[src/rtl/biquad_cascade_seq.sv]
// Time-multiplexed single-MAC cascade of direct-form-II biquads, programmable coefficients.
// Define BIQUAD_SAT_EN to saturate fmt() results instead of wrapping them.
module biquad_cascade_seq #(
    parameter int N        = 24,
    parameter int F        = 14,
    parameter int SECTIONS = 2,
    parameter int GUARD    = 4
) (
    input  logic         clk,
    input  logic         reset,
    input  logic [N-1:0] in_data,
    input  logic         in_valid,
    output logic         in_ready,
    output logic [N-1:0] out_data,
    output logic         out_valid,
    input  logic         out_ready,
    input  logic         coef_we,
    input  logic [5:0]   coef_addr,
    input  logic [N-1:0] coef_data,
    input  logic         clr_state
);

    localparam int AW = 2*N + GUARD;
    localparam int NC = 5*SECTIONS;
    localparam int CW = $clog2(NC);
    localparam int SW = (SECTIONS > 1) ? $clog2(SECTIONS) : 1;
    localparam logic [N-1:0] B0_ONE = {{(N-1){1'b0}}, 1'b1} << F;

    typedef enum logic [3:0] {
        S_IDLE, S_A1, S_A2, S_FK, S_B0, S_B1, S_B2, S_UPD, S_DONE
    } state_t;

    state_t                state_q;
    logic [SW-1:0]         sec_q;
    logic signed [N-1:0]   u_q;
    logic signed [N-1:0]   f_q;
    logic signed [AW-1:0]  acc_q;
    logic [N-1:0]          out_data_q;
    logic                  in_ready_q;
    logic                  out_valid_q;
    logic                  clr_pend_q;
    logic signed [N-1:0]   f1_q [SECTIONS];
    logic signed [N-1:0]   f2_q [SECTIONS];
    logic signed [N-1:0]   coef_q [NC];

    logic                  busy;
    logic [2:0]            k_sel;
    logic [CW-1:0]         cidx;
    logic signed [N-1:0]   coef_sel;
    logic signed [N-1:0]   op_x;
    logic signed [2*N-1:0] prod;
    logic signed [AW-1:0]  prod_ext;
    logic signed [AW-1:0]  u_sh;
    logic signed [N-1:0]   fmt_v;

    assign busy      = !(state_q == S_IDLE || state_q == S_DONE);
    assign in_ready  = in_ready_q;
    assign out_valid = out_valid_q;
    assign out_data  = out_data_q;

    // Pick the coefficient and delay-line operand for the MAC step of this state
    always_comb begin
        k_sel = 3'd0;
        op_x  = '0;
        unique case (state_q)
            S_A1: begin k_sel = 3'd0; op_x = f1_q[sec_q]; end
            S_A2: begin k_sel = 3'd1; op_x = f2_q[sec_q]; end
            S_B0: begin k_sel = 3'd2; op_x = f_q;         end
            S_B1: begin k_sel = 3'd3; op_x = f1_q[sec_q]; end
            S_B2: begin k_sel = 3'd4; op_x = f2_q[sec_q]; end
            default: begin k_sel = 3'd0; op_x = '0; end
        endcase
    end

    assign cidx     = CW'(sec_q * 5 + k_sel);
    assign coef_sel = coef_q[cidx];
    assign prod     = (2*N)'(coef_sel) * (2*N)'(op_x);
    assign prod_ext = {{GUARD{prod[2*N-1]}}, prod};
    assign u_sh     = {{(AW-N){u_q[N-1]}}, u_q} << F;

`ifdef BIQUAD_SAT_EN
    localparam logic signed [AW-1:0] MAXV = {{(AW-N+1){1'b0}}, {(N-1){1'b1}}};
    localparam logic signed [AW-1:0] MINV = {{(AW-N+1){1'b1}}, {(N-1){1'b0}}};
    logic signed [AW-1:0] sh;
    assign sh = acc_q >>> F;

    // Floor-shift the accumulator and clamp it into the N-bit range
    always_comb begin
        fmt_v = sh[N-1:0];
        if (sh > MAXV) begin
            fmt_v = {1'b0, {(N-1){1'b1}}};
        end else if (sh < MINV) begin
            fmt_v = {1'b1, {(N-1){1'b0}}};
        end
    end
`else
    // Floor-shift the accumulator and keep the low N bits (wrap)
    always_comb begin
        fmt_v = N'(acc_q >>> F);
    end
`endif

    // Coefficient register file, writable only while no sample is in flight
    always_ff @(posedge clk or negedge reset) begin
        if (!reset) begin
            for (int i = 0; i < NC; i++) begin
                coef_q[i] <= (i % 5 == 2) ? B0_ONE : '0;
            end
        end else if (coef_we && !busy && coef_addr < 6'(NC)) begin
            coef_q[coef_addr[CW-1:0]] <= coef_data;
        end
    end

    // Sequencer FSM with MAC accumulator, delay lines and registered handshakes
    always_ff @(posedge clk or negedge reset) begin
        if (!reset) begin
            state_q     <= S_IDLE;
            sec_q       <= '0;
            u_q         <= '0;
            f_q         <= '0;
            acc_q       <= '0;
            out_data_q  <= '0;
            in_ready_q  <= 1'b1;
            out_valid_q <= 1'b0;
            clr_pend_q  <= 1'b0;
            for (int i = 0; i < SECTIONS; i++) begin
                f1_q[i] <= '0;
                f2_q[i] <= '0;
            end
        end else begin
            unique case (state_q)
                S_IDLE: begin
                    if (clr_state || clr_pend_q) begin
                        for (int i = 0; i < SECTIONS; i++) begin
                            f1_q[i] <= '0;
                            f2_q[i] <= '0;
                        end
                        clr_pend_q <= 1'b0;
                    end
                    if (in_valid) begin
                        u_q        <= in_data;
                        sec_q      <= '0;
                        in_ready_q <= 1'b0;
                        state_q    <= S_A1;
                    end
                end
                S_A1: begin
                    acc_q   <= u_sh + prod_ext;
                    state_q <= S_A2;
                end
                S_A2: begin
                    acc_q   <= acc_q + prod_ext;
                    state_q <= S_FK;
                end
                S_FK: begin
                    f_q     <= fmt_v;
                    state_q <= S_B0;
                end
                S_B0: begin
                    acc_q   <= prod_ext;
                    state_q <= S_B1;
                end
                S_B1: begin
                    acc_q   <= acc_q + prod_ext;
                    state_q <= S_B2;
                end
                S_B2: begin
                    acc_q   <= acc_q + prod_ext;
                    state_q <= S_UPD;
                end
                S_UPD: begin
                    f2_q[sec_q] <= f1_q[sec_q];
                    f1_q[sec_q] <= f_q;
                    if (sec_q != SW'(SECTIONS-1)) begin
                        u_q     <= fmt_v;
                        sec_q   <= sec_q + 1'b1;
                        state_q <= S_A1;
                    end else begin
                        out_data_q  <= fmt_v;
                        out_valid_q <= 1'b1;
                        state_q     <= S_DONE;
                    end
                end
                S_DONE: begin
                    if (clr_state) begin
                        for (int i = 0; i < SECTIONS; i++) begin
                            f1_q[i] <= '0;
                            f2_q[i] <= '0;
                        end
                    end
                    if (out_ready) begin
                        out_valid_q <= 1'b0;
                        in_ready_q  <= 1'b1;
                        state_q     <= S_IDLE;
                    end
                end
                default: begin
                    in_ready_q  <= 1'b1;
                    out_valid_q <= 1'b0;
                    state_q     <= S_IDLE;
                end
            endcase
            if (clr_state && busy) begin
                clr_pend_q <= 1'b1;
            end
        end
    end

endmodule

[config.mk]
export PLATFORM = sky130hd
export DESIGN_NAME = biquad_cascade_seq
export DESIGN_NICKNAME = d
export VERILOG_FILES = /design/src/rtl/biquad_cascade_seq.sv
export SDC_FILE = /design/constraint.sdc
export NUM_CORES = 2
export LEC_CHECK = 0
export ABC_AREA = 1
export CORE_MARGIN = 1
export CORE_UTILIZATION = 45
export CTS_BUF_LIST = sky130_fd_sc_hd__clkbuf_2
export CTS_CLUSTER_SIZE = 30
export DETAILED_ROUTE_END_ITERATION = 16
export HOLD_SLACK_MARGIN = 0.02
export PLACE_DENSITY = 0.58
export SYNTH_ARGS = -nofsm -noshare
export SYNTH_HDL_FRONTEND = slang
export SYNTH_SLANG_ARGS = --single-unit
[constraint.sdc]
create_clock -name clk -period 12.55 [get_ports clk]
set_clock_uncertainty 0.15 [all_clocks]
set_input_delay 1.8825 -clock clk [delete_from_list [all_inputs] [get_ports clk]]
set_output_delay 1.8825 -clock clk [all_outputs]
set_load 0.1 [all_outputs]
== Word-level counts from Yosys, hierarchy flattened ==
Index checks and enable logic that the tools add are counted.

* Logic and storage cells: 122
* Output and inout bits: 26
* Input port bits: 60
* Register bits: 468

* Equal/unequal tests: 14
* Reduce and logical (&&, ||, !) cells: 27
* $mul: 2
* $lt $le $gt $ge: 6
* Multiplexer cells: 41
* Bitwise operators: 5
* Add/subtract/negate cells: 4

{| class="wikitable"
|+ Operators with widths
! kind !! number
|-
| 2-to-1 mux 24 bit || 12
|-
| case mux 48 bit (3 select lines) || 2
|-
| bitwise mux 240 bit || 1
|-
| case mux 52 bit (3 select lines) || 1
|-
| binary-select mux 24 bit (select 4 bit) || 1
|-
| bitwise mux 48 bit || 2
|-
| demux 24 bit (select 4 bit) || 1
|-
| 2-to-1 mux 48 bit || 2
|-
| case mux 24 bit (3 select lines) || 1
|-
| adder 52 x 48 -> 52 bit || 1
|-
| adder 38 x 48 -> 49 bit || 1
|-
| multiplier 24 x 24 -> 48 bit || 1
|-
| case mux 24 bit (2 select lines) || 1
|-
| case mux 4 bit (9 select lines) || 1
|-
| demux 24 bit (select 1 bit) || 1
|-
| equality test 4 x 3 -> 1 bit (second input constant) || 4
|-
| OR reduction 7 bit || 2
|-
| 2-to-1 mux 4 bit || 3
|-
| case mux 3 bit (4 select lines) || 1
|-
| AND reduction 3 bit || 4
|-
| greater-or-equal comparator 5 bit (second input constant) || 2
|-
| inequality test 2 bit (second input constant) || 5
|-
| inverter 4 -> 5 bit || 2
|-
| equality test 4 x 2 -> 1 bit (second input constant) || 2
|-
| 24 further kinds || 45
|}

== Logic depth before layout (Yosys ltp) ==
* Word-level depth: 10
* Mapped depth: 60

== Worst setup path after synthesis ==
Ideal clock, no wire load.

* Path type: reg2reg
* Start point: register state_q[3]
* End point: register acc_q[37]
* Path buffers: 4
* Period minus slack after synthesis: 10.164 ns
* Data required time: 12.323 ns
* Cell stages (with the launch flop): 52
* Slack: 2.386 ns
* Arrival time: 9.936 ns
* Path through: dfrtp_1 nor2_1 inv_1 o22ai_1 ha_1 ha_1 inv_2 buf_2 buf_1 clkbuf_1 nand3_1 a221o_1 nand2_1 buf_2 nor2_1 fa_1 fa_1 inv_1 (+16 left out) nand2_1 inv_1 o21ai_1 xor2_1 ha_1 nand2_1 nor2_1 inv_1 nor4_1 nand4_1 or2_2 nand3_1 nand2_1 a21oi_1 nand3_1 nand2_1 nor2_1 a21oi_1

* Cells in the longest elaborated chain, start to end: 10

{| class="wikitable"
|+ Ends and longest elaborated chain
! element !! RTL line !! source
|-
| start: declaration || 33 || <nowiki>state_t state_q;</nowiki>
|-
| start signal: assignment || 117 || <nowiki>state_q <= S_IDLE;</nowiki>
|-
| start signal: assignment || 144 || <nowiki>state_q <= S_A1;</nowiki>
|-
| start signal: assignment || 149 || <nowiki>state_q <= S_A2;</nowiki>
|-
| equality test 4 x 3 -> 1 bit / equality test 4 x 2 -> 1 bit (equally long branches) || 65, 131 ||
|-
| case mux 3 bit (4 select lines) || 65 || <nowiki>unique case (state_q)</nowiki>
|-
| adder 4 x 3 -> 4 bit || 75 || <nowiki>assign cidx = CW'(sec_q * 5 + k_sel);</nowiki>
|-
| inverter 4 -> 5 bit (implied by the code) || 76 || <nowiki>assign coef_sel = coef_q[cidx];</nowiki>
|-
| binary-select mux 24 bit (select 4 bit) || 76 ||
|-
| 2-to-1 mux 24 bit (implied by the code) (2 in series) || 76 ||
|-
| multiplier 24 x 24 -> 48 bit || 77 || <nowiki>assign prod = (2*N)'(coef_sel) * (2*N)'(op_x);</nowiki>
|-
| adder 52 x 48 -> 52 bit / adder 38 x 48 -> 49 bit (equally long branches) || n/a ||
|-
| case mux 52 bit (3 select lines) || 131 || <nowiki>unique case (state_q)</nowiki>
|-
| end signal: assignment || 152 || <nowiki>acc_q <= acc_q + prod_ext;</nowiki>
|-
| end signal: assignment || 164 || <nowiki>acc_q <= acc_q + prod_ext;</nowiki>
|-
| end signal: assignment || 168 || <nowiki>acc_q <= acc_q + prod_ext;</nowiki>
|-
| end: declaration || 37 || <nowiki>logic signed [AW-1:0] acc_q;</nowiki>
|}

Several ways; a longest one is shown, not always the timed one. The select of a mux whose other input is x is not followed.
A chain may end at the register's enable or synchronous reset.

== Final worst setup path ==
Same ends and word-level chain as after synthesis.

==> out/metrics.csv <==
metric;value;unit
viasPerCell;5.39;
crit_top_cell;inv_1;
syn_inst;5196;
slowest_stage;fa_1;
start_util;0.457;
cts_hold_buf;0;
ys_types;59;
crit_required;13.76;ns
post_drt_wl_per_cell;20.3;µm
core_area;90600;µm²
drtPass1Iterations;6;
die_h;305;µm
status;finished, final reports clean;
rsz0062_at_grt;false;
yosysWarnings;0;
ios;86;
critPathArrivalTime;13.02;ns
syn_area;41400;µm²
place_ws;0.815;ns
cp_max_fo;22;
drc_errors;0;
clk_pin_slew;0.11;ns
avgSynthCellArea;7.96;µm²
place_congestion;0.954;
synth_area_leader_cell;dfrtp_1;
synthTopCellsByCount;1,196 x nand2_1, 897 x inv_1, 559 x o21ai_0;
die_w;305;µm
period_share;0.940;
fmax;84.7;MHz
drive_gt1_frac;0.0732;
cts_max_path_buffers;3;
grt_start_max_net_pins;178;
rows;110;
cts_tree;done;
clk_latency;1.44;ns
wirelength_met1;59200;µm
synth-seq-area-share;0.275;
path_buf_inv;11;
hold_path_class;flip-flop to flip-flop;
synth_seq_cells;454;
ant_nets;0;
drt_iter0_drc;2945;
finalSetupTns;0;ns
path_delay_family;adder cells;
post-synth-top-area-fraction;0.273;
post_cts_buffers;0;
hpwl;99100;µm
worstMarginPinSlew;1.10;ns
final_hold_viol_count;0;
grt_pass1_vias;35500;
drt-total-wl;133000;µm
cts-root-buf;clkbuf_2;
synth_top_cells_by_area;dfrtp_1 27%, fa_1 24%, nand2_1 11%;
highest_layer;met5;
synthArstFlopShare;1.00;
end_kind;flip-flop;
yosys_most_used_dff;dfrtp_1;
cts_buffers;130;
dr_wl_met3;10700;µm
setup_violations;0;
grt_first_pass_wirelength;208000;µm
syn-num-nets;5931;
synth_edf_count;0;
antenna_found_initial;5;
clock-sinks;454;
num_vias;35400;
drv_slew;0;
relSlewSlack;0.262;
fin_ws;0.748;ns
port_buffers;85;
grt_usage;0.295;
nFillCells;9106;
worst-setup-path-type;flip-flop to flip-flop;
yosysMostFrequentCell;nand2_1;
grt_overflow_total;0;
post-route-min-period;11.80;ns
start_kind;flip-flop;
crit_path_max_incr_delay;0.54;ns
die_area;93200;µm²
synthToLayoutAreaGrowth;8.49;%
cts-htree-levels;4;
fin_nets;6033;
cap_violations;0;
cts_resized;0;
met2_length;58100;µm
==> layout make-up <==
cell class	count	area, µm²	share of cell area
inverter	919	3450	0.0769
clock inverter	33	238	0.00530
timing repair buffer	204	1810	0.0404
multi-input combinational	3589	25600	0.571
sequential	454	11400	0.253
antenna	4	10.0	0.000223
tap	1176	1470	0.0328
clock buffer	180	901	0.0201
==> metal layers <==
metal | vias up | global-route usage
met5 | - | 0
met1 | 17400 | 0.412
met3 | 267 | 0.0645
li1 | 16500 | -
met4 | 4 | 0.120
met2 | 1235 | 0.444
==> cell families after synthesis <==
| kind of cell | count (synthesis) | synth area share |
|---|---|---|
| XOR/XNOR | 53 | 0.0116 |
| AND/OR/NAND/NOR | 1859 | 0.179 |
| buffers and inverters | 1153 | 0.107 |
| AO/OA/AOI/OAI | 987 | 0.132 |
| multiplexers | 15 | 0.00363 |
| adder cells (fa/ha/maj) | 675 | 0.293 |
| flip-flops | 454 | 0.275 |
==> through the flow <==
stage,instance area [µm²],hold slack (ns),util,cells
floorplan,41400,0.295,-,5196
global placement,43700,0.310,0.483,6342
detailed placement,43700,0.316,0.483,6342
CTS,44900,0.247,0.496,6555
global route,44900,0.358,0.496,6559
finish,44900,0.336,0.496,6559
==> state kept, by name (all words and copies together) (netlist names), 4 cells and up <==
register,count
coef_q,240
f_q,24
out_data,24
f2_q,48
u_q,24
f1_q,48
acc_q,38
state_q,4
==> layout by cell type, fill, tap and decap left out, types with 33 or more instances in the layout <==
cell type,Yosys,routed
o22ai_1,51,50
inv_1,897,896
dfrtp_1,451,450
buf_4,5,114
nor2_1,422,419
ha_1,186,185
a31oi_1,54,54
nand3_1,160,159
xor2_1,33,33
clkbuf_2,0,180
fa_1,489,489
a21oi_1,209,209
nand2_1,1196,1194
o21ai_0,559,559
clkdlybuf4s50_1,0,84
==> worst paths after layout <==
check | startpoint | to | slack (ns) | cells past startpoint
min in group asynchronous | reset | f2_q[21]$_DFFE_PN0P_ | 0.42 | 1
worst min register to register | f_q[15]$_DFFE_PN0P_ | f_q[15]$_DFFE_PN0P_ | 0.34 | 2
worst max register to register | state_q[3]$_DFFE_PN0P_ | acc_q[37]$_DFFE_PN0P_ | 0.75 | 49
max in group asynchronous | reset | coef_q[103]$_DFFE_PN0P_ | 9.48 | 3
worst max-delay path | state_q[3]$_DFFE_PN0P_ | acc_q[37]$_DFFE_PN0P_ | 0.75 | 49
worst min-delay path | f_q[15]$_DFFE_PN0P_ | f_q[15]$_DFFE_PN0P_ | 0.34 | 2
==> worst reg2reg max path, delay by kind of cell (launching register included) <==
family                   cells  cell delay (ns)
adder cells (fa/ha/maj)     11             4.64
AND/OR/NAND/NOR             19             3.15
buffers and inverters       11             1.83
AO/OA/AOI/OAI                8             1.58
flip-flops                   1             0.51
Power is left out: the tool's default activity adds up to more than one toggle a clock period on the data nets, which glitch-free logic cannot reach.
